**src/rtl/i2c_target_rx.sv**
```systemverilog
// I2C target receive engine: filters SCL/SDA, detects START/STOP, matches a 7-bit write
// address, ACKs accepted bytes and hands them to fabric as one-cycle rx_valid pulses.
module i2c_target_rx #(
    parameter logic [6:0]  TGT_ADDR = 7'h50,
    parameter int unsigned FILT_LEN = 3
) (
    input  logic       CLK,
    input  logic       rst,
    input  logic       scl_in,
    input  logic       sda_in,
    output logic       sda_drive_low,
    output logic [7:0] rx_data,
    output logic       rx_valid,
    input  logic       rx_ready,
    output logic       start_det,
    output logic       stop_det,
    output logic       busy
);

    localparam logic [2:0] IDLE     = 3'd0;
    localparam logic [2:0] ADDR     = 3'd1;
    localparam logic [2:0] ADDR_ACK = 3'd2;
    localparam logic [2:0] DATA     = 3'd3;
    localparam logic [2:0] DATA_ACK = 3'd4;
    localparam logic [2:0] IGNORE   = 3'd5;

    // Index 0 = SCL, index 1 = SDA for all input-path registers.
    logic [1:0]      s1_q, s2_q, filt_q, filt_d, prev_q;
    logic [1:0][3:0] fcnt_q, fcnt_d;

    logic [2:0] state_q, state_d;
    logic [3:0] cnt_q, cnt_d;
    logic [7:0] shift_q, shift_d;
    logic [7:0] rx_data_q, rx_data_d;
    logic       drive_q, drive_d;
    logic       slot_q, slot_d;
    logic       ack_q, ack_d;
    logic       rx_valid_q, rx_valid_d;
    logic       start_q, start_d;
    logic       stop_q, stop_d;
    logic       busy_q, busy_d;

    logic scl_rise, scl_fall, sda_rise, sda_fall, start_ev, stop_ev;

    always_comb begin
        for (int i = 0; i < 2; i++) begin
            filt_d[i] = filt_q[i];
            fcnt_d[i] = 4'd0;
            if (s2_q[i] != filt_q[i]) begin
                if (fcnt_q[i] == 4'(FILT_LEN - 1)) begin
                    filt_d[i] = s2_q[i];
                end else begin
                    fcnt_d[i] = fcnt_q[i] + 4'd1;
                end
            end
        end
    end

    assign scl_rise = filt_q[0] & ~prev_q[0];
    assign scl_fall = ~filt_q[0] & prev_q[0];
    assign sda_rise = filt_q[1] & ~prev_q[1];
    assign sda_fall = ~filt_q[1] & prev_q[1];
    assign start_ev = sda_fall & filt_q[0];
    assign stop_ev  = sda_rise & filt_q[0];

    always_comb begin
        state_d    = state_q;
        cnt_d      = cnt_q;
        shift_d    = shift_q;
        rx_data_d  = rx_data_q;
        drive_d    = drive_q;
        slot_d     = slot_q;
        ack_d      = ack_q;
        rx_valid_d = 1'b0;
        start_d    = 1'b0;
        stop_d     = 1'b0;
        busy_d     = busy_q;

        if (start_ev) begin
            drive_d = 1'b0;
            cnt_d   = 4'd0;
            slot_d  = 1'b0;
            start_d = 1'b1;
            busy_d  = 1'b1;
            state_d = ADDR;
        end else if (stop_ev) begin
            drive_d = 1'b0;
            cnt_d   = 4'd0;
            slot_d  = 1'b0;
            stop_d  = 1'b1;
            busy_d  = 1'b0;
            state_d = IDLE;
        end else begin
            case (state_q)
                ADDR, DATA: begin
                    if (scl_rise) begin
                        shift_d = {shift_q[6:0], filt_q[1]};
                        cnt_d   = cnt_q + 4'd1;
                        if (cnt_q == 4'd7) begin
                            slot_d = 1'b0;
                            if (state_q == ADDR) begin
                                state_d = (shift_d[7:1] == TGT_ADDR && !shift_d[0]) ?
                                          ADDR_ACK : IGNORE;
                            end else begin
                                ack_d   = rx_ready;
                                state_d = DATA_ACK;
                                if (rx_ready) begin
                                    rx_data_d  = shift_d;
                                    rx_valid_d = 1'b1;
                                end
                            end
                        end
                    end
                end
                // First SCL fall opens the ACK slot, the second closes it.
                ADDR_ACK, DATA_ACK: begin
                    if (scl_fall) begin
                        if (!slot_q) begin
                            drive_d = (state_q == ADDR_ACK) ? 1'b1 : ack_q;
                            slot_d  = 1'b1;
                        end else begin
                            drive_d = 1'b0;
                            slot_d  = 1'b0;
                            cnt_d   = 4'd0;
                            state_d = (state_q == ADDR_ACK || ack_q) ? DATA : IGNORE;
                        end
                    end
                end
                IGNORE:  drive_d = 1'b0;
                IDLE:    drive_d = 1'b0;
                default: begin
                    drive_d = 1'b0;
                    state_d = IDLE;
                end
            endcase
        end
    end

    always_ff @(posedge CLK or negedge rst) begin
        if (!rst) begin
            s1_q       <= 2'b11;
            s2_q       <= 2'b11;
            filt_q     <= 2'b11;
            prev_q     <= 2'b11;
            fcnt_q     <= '0;
            state_q    <= IDLE;
            cnt_q      <= 4'd0;
            shift_q    <= 8'h00;
            rx_data_q  <= 8'h00;
            drive_q    <= 1'b0;
            slot_q     <= 1'b0;
            ack_q      <= 1'b0;
            rx_valid_q <= 1'b0;
            start_q    <= 1'b0;
            stop_q     <= 1'b0;
            busy_q     <= 1'b0;
        end else begin
            s1_q       <= {sda_in, scl_in};
            s2_q       <= s1_q;
            filt_q     <= filt_d;
            prev_q     <= filt_q;
            fcnt_q     <= fcnt_d;
            state_q    <= state_d;
            cnt_q      <= cnt_d;
            shift_q    <= shift_d;
            rx_data_q  <= rx_data_d;
            drive_q    <= drive_d;
            slot_q     <= slot_d;
            ack_q      <= ack_d;
            rx_valid_q <= rx_valid_d;
            start_q    <= start_d;
            stop_q     <= stop_d;
            busy_q     <= busy_d;
        end
    end

    assign sda_drive_low = drive_q;
    assign rx_data       = rx_data_q;
    assign rx_valid      = rx_valid_q;
    assign start_det     = start_q;
    assign stop_det      = stop_q;
    assign busy          = busy_q;

endmodule

```
**config.mk**
```make
export PLATFORM = sky130hd
export DESIGN_NAME = i2c_target_rx
export DESIGN_NICKNAME = d
export VERILOG_FILES = /design/src/rtl/i2c_target_rx.sv
export SDC_FILE = /design/constraint.sdc
export NUM_CORES = 1
export LEC_CHECK = 0
export ABC_AREA = 1
export CAP_MARGIN = 15
export CORE_MARGIN = 5
export CORE_UTILIZATION = 57
export DETAILED_ROUTE_END_ITERATION = 6
export PLACE_DENSITY = 0.88
export SYNTH_ARGS = -nofsm -noshare
export SYNTH_HDL_FRONTEND = slang
export SYNTH_SLANG_ARGS = --single-unit
```
**constraint.sdc**
```tcl
create_clock -name CLK -period 1.8 [get_ports CLK]
set_input_delay 0.27 -clock CLK [delete_from_list [all_inputs] [get_ports CLK]]
set_output_delay 0.27 -clock CLK [all_outputs]
set_load 0.005 [all_outputs]
```
---- Yosys cells after proc, flatten, opt, wreduce, memory -nomap -nowiden ----
Index checks and enable logic that the tools add are counted.
storage, ports and cells
  register bits after elaboration ......... 45
  latch bits .............................. 0
  memory bits (writable) .................. 0
  memory bits (read-only) ................. 0
  output and inout bits ................... 13
  word-level logic and storage cells ...... 114
  memories kept ........................... 0
operators by class
  add/subtract/negate cells ............... 3
  $mul .................................... 0
  div/mod/pow operators ................... 0
  order comparisons ....................... 0
  eq/ne operators ......................... 17
  shift-type cells ........................ 0
  mux-type cells .......................... 45
  bitwise logic cells ..................... 13
  reductions and logical operators ........ 18
operators by type and width
  operator               count
  $mux W4                9
  $mux W3                9
  $mux W1                23
  $ne A4 B4 Y1 const B   4
  $add A4 B1 Y4 const B  3
  $reduce_and A4 Y1      3
  $pmux W3 S3            1
  $eq A4 B2 Y1 const B   2
  $pmux W4 S2            1
  $eq A7 B7 Y1 const B   1
  $not A1 Y1             7
  $reduce_and A7 Y1      1
  $and A1 B1 Y1          6
  $eq A3 B2 Y1 const B   2
  $eq A3 B3 Y1 const B   2
  $reduce_and A2 Y1      3
  $reduce_and A6 Y1      1
  $reduce_or A2 Y1       3
  $reduce_and A5 Y1      1
  $eq A4 B3 Y1 const B   1
  $pmux W1 S2            2
  $reduce_bool A4 Y1     1
  $eq A3 B1 Y1 const B   1
  $logic_not A3 Y1       1
  other kinds (7)        8

---- Longest topological paths before layout ----
  depth after elaboration ................. 9
  mapped depth ............................ 10
  mapped depth without buffers ............ 10

---- Worst setup path after synthesis ----
Ideal clock, no wire load.
  kind .................................... reg-to-reg
  start ................................... register filt_q[1]
  end ..................................... register rx_data_q[5] (netlist: rx_data[5])
  data arrival time ....................... 1328 ps
  required time ........................... 1683 ps
  setup slack ............................. 356 ps
  cell stages (with the launch flop) ...... 9
  clock period less this slack ............ 1444 ps
  cells stage by stage .................... dfstp_2 > buf_6 > inv_2 > nand3_2 > nand3_4 > nor2_8 > nand4_4 > nand2_1 > nand2_1
on the way
  longest elaborated chain between the ends .. 5
RTL lines
  what                                    line  source
  from (decl)                             28    logic [1:0] s1_q, s2_q, filt_q, filt_d, prev_q;
  from (signal assigned)                  160   filt_q <= filt_d;
  $not A1 Y1                              62    assign sda_fall = ~filt_q[1] & prev_q[1];
  $and A1 B1 Y1                           62
  $and A1 B1 Y1                           63    assign start_ev = sda_fall & filt_q[0];
  $not A1 Y1 (no source line)             --
  $reduce_and A7 Y1 (no source line) (*)  --
  to (signal assigned)                    166   rx_data_q <= rx_data_d;
  to (decl)                               34    logic [7:0] rx_data_q, rx_data_d;
Mark *: on every way between the ends. The rest lies on a longest branch, timed or not.
A chain may end at the register's enable or synchronous reset.

---- Worst setup path in the final report ----
  start ................................... register filt_q[0]
  end ..................................... register cnt_q[1]
on the way
  longest elaborated chain between the ends .. 4
RTL lines
  what                                line  source
  $not A1 Y1                          60    assign scl_fall = ~filt_q[0] & prev_q[0];
  $and A1 B1 Y1                       60
  $ne A4 B4 Y1 (no source line)       --
  $reduce_and A4 Y1 (no source line)  --
  to (signal assigned)                164   cnt_q <= cnt_d;
  to (decl)                           32    logic [3:0] cnt_q, cnt_d;
Parallel ways exist; a longest one is shown, timed or not.

==> results.json <==
{
  "max-cap-violations": 0,
  "relSlewSlack": 0.777,
  "combPwrFrac": 0.393,
  "routabilityCongestion": 0.866,
  "tritoncts": "built",
  "fin_crit_sh": 0.912,
  "grt_util_all_layers": 0.190,
  "vdd_drop_max_mv": 0.782,
  "hold_viol": 0,
  "cts_num_sinks": 45,
  "cts_root_buf": "clkbuf_8",
  "async_flop_share": 1.00,
  "fin_area_mm2": 0.00258,
  "drt_iter0_drc": 128,
  "powerDensity_mw_per_mm2": 1330,
  "antenna-diode-count": 0,
  "num_rows": 22,
  "synthMuxAreaShare": 0,
  "crit_type": "flip-flop to flip-flop",
  "final_util": 0.696,
  "final_cell_mix": "nand2_1, dfrtp_1, nor2_1",
  "wl_per_cell_um": 12.5,
  "die_area_mm2": 0.00525,
  "post_synth_num_cell_types": 30,
  "final_common_cell": "nand2_1",
  "place_area_mm2": 0.00246,
  "num-nets-final": 304,
  "dp_hpwl_um": 3270,
  "tightest_slew_ps": 333,
  "cp_max_fo": 11,
  "synthSimpleGateAreaFrac": 0.341,
  "grt_max_degree": 18,
  "numCtsBuffers": 5,
  "synth_compound_area_frac": 0.0438,
  "grt_remaining_overflow": 0,
  "endpoint_kind": "flip-flop",
  "worst_path_max_delay_cell": "dfstp_2",
  "drt-total-wl_um": 4290,
  "drv_slew": 0,
  "seqPwrFrac": 0.423,
  "syn_to_final_growth_pct": 16.1,
  "avgViaCountPerCell": 5.14,
  "crit_chain": "nand3_2 > nand3_4 > nor2_1 > nor2_1 > nand2_1 > nand2_1 > nand2_1",
  "cp_top_family": "simple AND/OR/NAND/NOR gates",
  "pwr-share-clk": 0.184,
  "p_leak_nw": 1.34,
  "finalCriticalPeriod_ps": 1640,
  "status": "complete, no violations",
  "cp.required_ps": 2000,
  "fmax_mhz": 609,
  "finalClockSkew_ps": 3.84,
  "instances_no_fill": 343,
  "synth_seq_area_share": 0.510,
  "synth_nets": 274,
  "ys_ff_latch": 45,
  "drive_above_1_share": 0.163,
  "cts_resized": 0,
  "cts.clk_slew.worst_paths_ps": 90,
  "switching_share": 0.413,
  "reg2reg_depth": 7,
  "clk_latency_ps": 300,
  "core_mm2": 0.00372,
  "h-tree-depth": 2,
  "holdPathStages": 0,
  "placement.io_buffers": 17,
  "dieHeight_um": 72.5,
  "cts.path.max_buffers": 2,
  "max_stage_delay_ps": 670,
  "cp_common_cell": "nand2_1",
  "hold_class": "flip-flop to flip-flop",
  "intPower_mw": 2.02,
  "ys.warnings.count": 0,
  "switching_power_mw": 1.42,
  "ys.flop_type": "dfrtp_1",
  "synth_area_mm2": 0.00223,
  "start_util": 0.599,
  "crit_arrival_ps": 1840,
  "ioPinCount": 18,
  "die_x_um": 72.5,
  "synth_top_family_by_area": "simple AND/OR/NAND/NOR gates",
  "grt_pass1_wl_um": 7670,
  "crit_path_start_kind": "flip-flop",
  "setup_viol": 0,
  "synthCells": 264,
  "grt_pass1_vias": 1728,
  "dp.cells": 331,
  "drc": 0,
  "grt_antenna_before_repair": 0,
  "synth_edf_count": 0,
  "firstDrtPassIters": 4,
  "synth_xor_area_frac": 0.0197,
  "cp.buffers_inverters": 0,
  "fillers": 307,
  "ant_nets": 0,
  "rsz0062_at_grt": "false",
  "synth-adder-area-share": 0.0281,
  "finalSetupTns_ps": 0,
  "syn_avg_cell_area_um2": 8.43,
  "crit_cells": 7,
  "routed-via-count": 1763
}
power by group through the flow:
stage / registers (mW) / clock network [mW] / logic (mW)
after detailed placement: 1.50 / 0 / 1.28
after CTS: 1.48 / 0.651 / 1.29
after floorplan: 1.40 / 0 / 1.05
final: 1.46 / 0.634 / 1.36
after global placement: 1.48 / 0 / 1.25
after global routing: 1.49 / 0.699 / 1.55
cells by family (layout without fill, tap and decap cells):
family / Yosys count / after routing
DFF: 45 / 45
buffers and inverters: 29 / 60
AOI/OAI and AO/OA: 19 / 19
xor gates and xnor gates: 5 / 5
adders and majority gates: 5 / 5
and+or+nand+nor: 161 / 161
worst register-to-register path, delay by kind of cell, from the launching register on:
family        cells  cell delay [ps]
simple gates      7              880
flops             1              670
what timing repair did:
item | in CTS | in global routing
hold buffers | 1 | 0
setup endpoints to repair | 0 | 4
buffers inserted | 0 | 3
endpoints found under the hold margin | 10 | 0
cell type report:
type	count	area (um2)	area share
Timing Repair Buffer	26	235	0.0910
Multi-Input combinational cell	190	963	0.373
Clock inverter	3	21.3	0.00823
Tap cell	48	60.1	0.0232
Inverter	26	100	0.0387
Clock buffer	5	68.8	0.0266
Sequential cell	45	1140	0.439
per-stage QoR:
stage                     setup slack, ps  total power [mW]  hold WS, ps
final                                 158              3.45          360
after global routing                 36.0              3.74          348
after CTS                             107              3.42          355
after detailed placement              134              2.77          191
after global placement                187              2.73          188
after floorplan                       356              2.45        -25.6
registers in the layout (all words and copies together) (netlist names), 2 cells and up:
signal   flops
rx_data      8
cnt_q        4
state_q      3
filt_q       2
prev_q       2
s2_q         2
fcnt_q       8
s1_q         2
shift_q      7
synth_stat cells (2+ instances only):
library cell / n / share of area
a21oi_1: 3 / 0.0067
buf_4: 2 / 0.0067
dfrtp_1: 37 / 0.42
dfstp_2: 8 / 0.094
ha_1: 5 / 0.028
inv_1: 19 / 0.032
inv_2: 6 / 0.010
nand2_1: 95 / 0.16
nand2_2: 2 / 0.0056
nand2_4: 2 / 0.010
nand3_1: 18 / 0.040
nand3_4: 2 / 0.016
nand4_1: 3 / 0.0084
nor2_1: 27 / 0.046
nor2_2: 4 / 0.011
o21ai_0: 7 / 0.016
o21ai_1: 8 / 0.018
xnor2_1: 3 / 0.012
xor2_1: 2 / 0.0079
layer usage:
| layer | vias to the layer above | wire (um) | track usage |
|---|---|---|---|
| met4 | 0 | 107 | 0.0861 |
| met2 | 41 | 2130 | 0.306 |
| met1 | 823 | 1870 | 0.247 |
| met5 | - | 0 | 0 |
| li1 | 887 | - | - |
| met3 | 12 | 174 | 0.0374 |
final timing paths:
check                                      start                    to  slack [ps]
setup / recovery           filt_q[0]$_DFFE_PN1P_  cnt_q[1]$_DFFE_PN0P_         160
hold / removal                 s1_q[0]$_DFF_PN1_     s2_q[0]$_DFF_PN1_         360
setup reg to reg           filt_q[0]$_DFFE_PN1P_  cnt_q[1]$_DFFE_PN0P_         160
hold reg to reg                s1_q[0]$_DFF_PN1_     s2_q[0]$_DFF_PN1_         360
max in group asynchronous                    rst   prev_q[0]$_DFF_PN1_         830
min in group asynchronous                    rst   fcnt_q[4]$_DFF_PN0_         390
No activity file was read; power rests on OpenSTA's default activity.
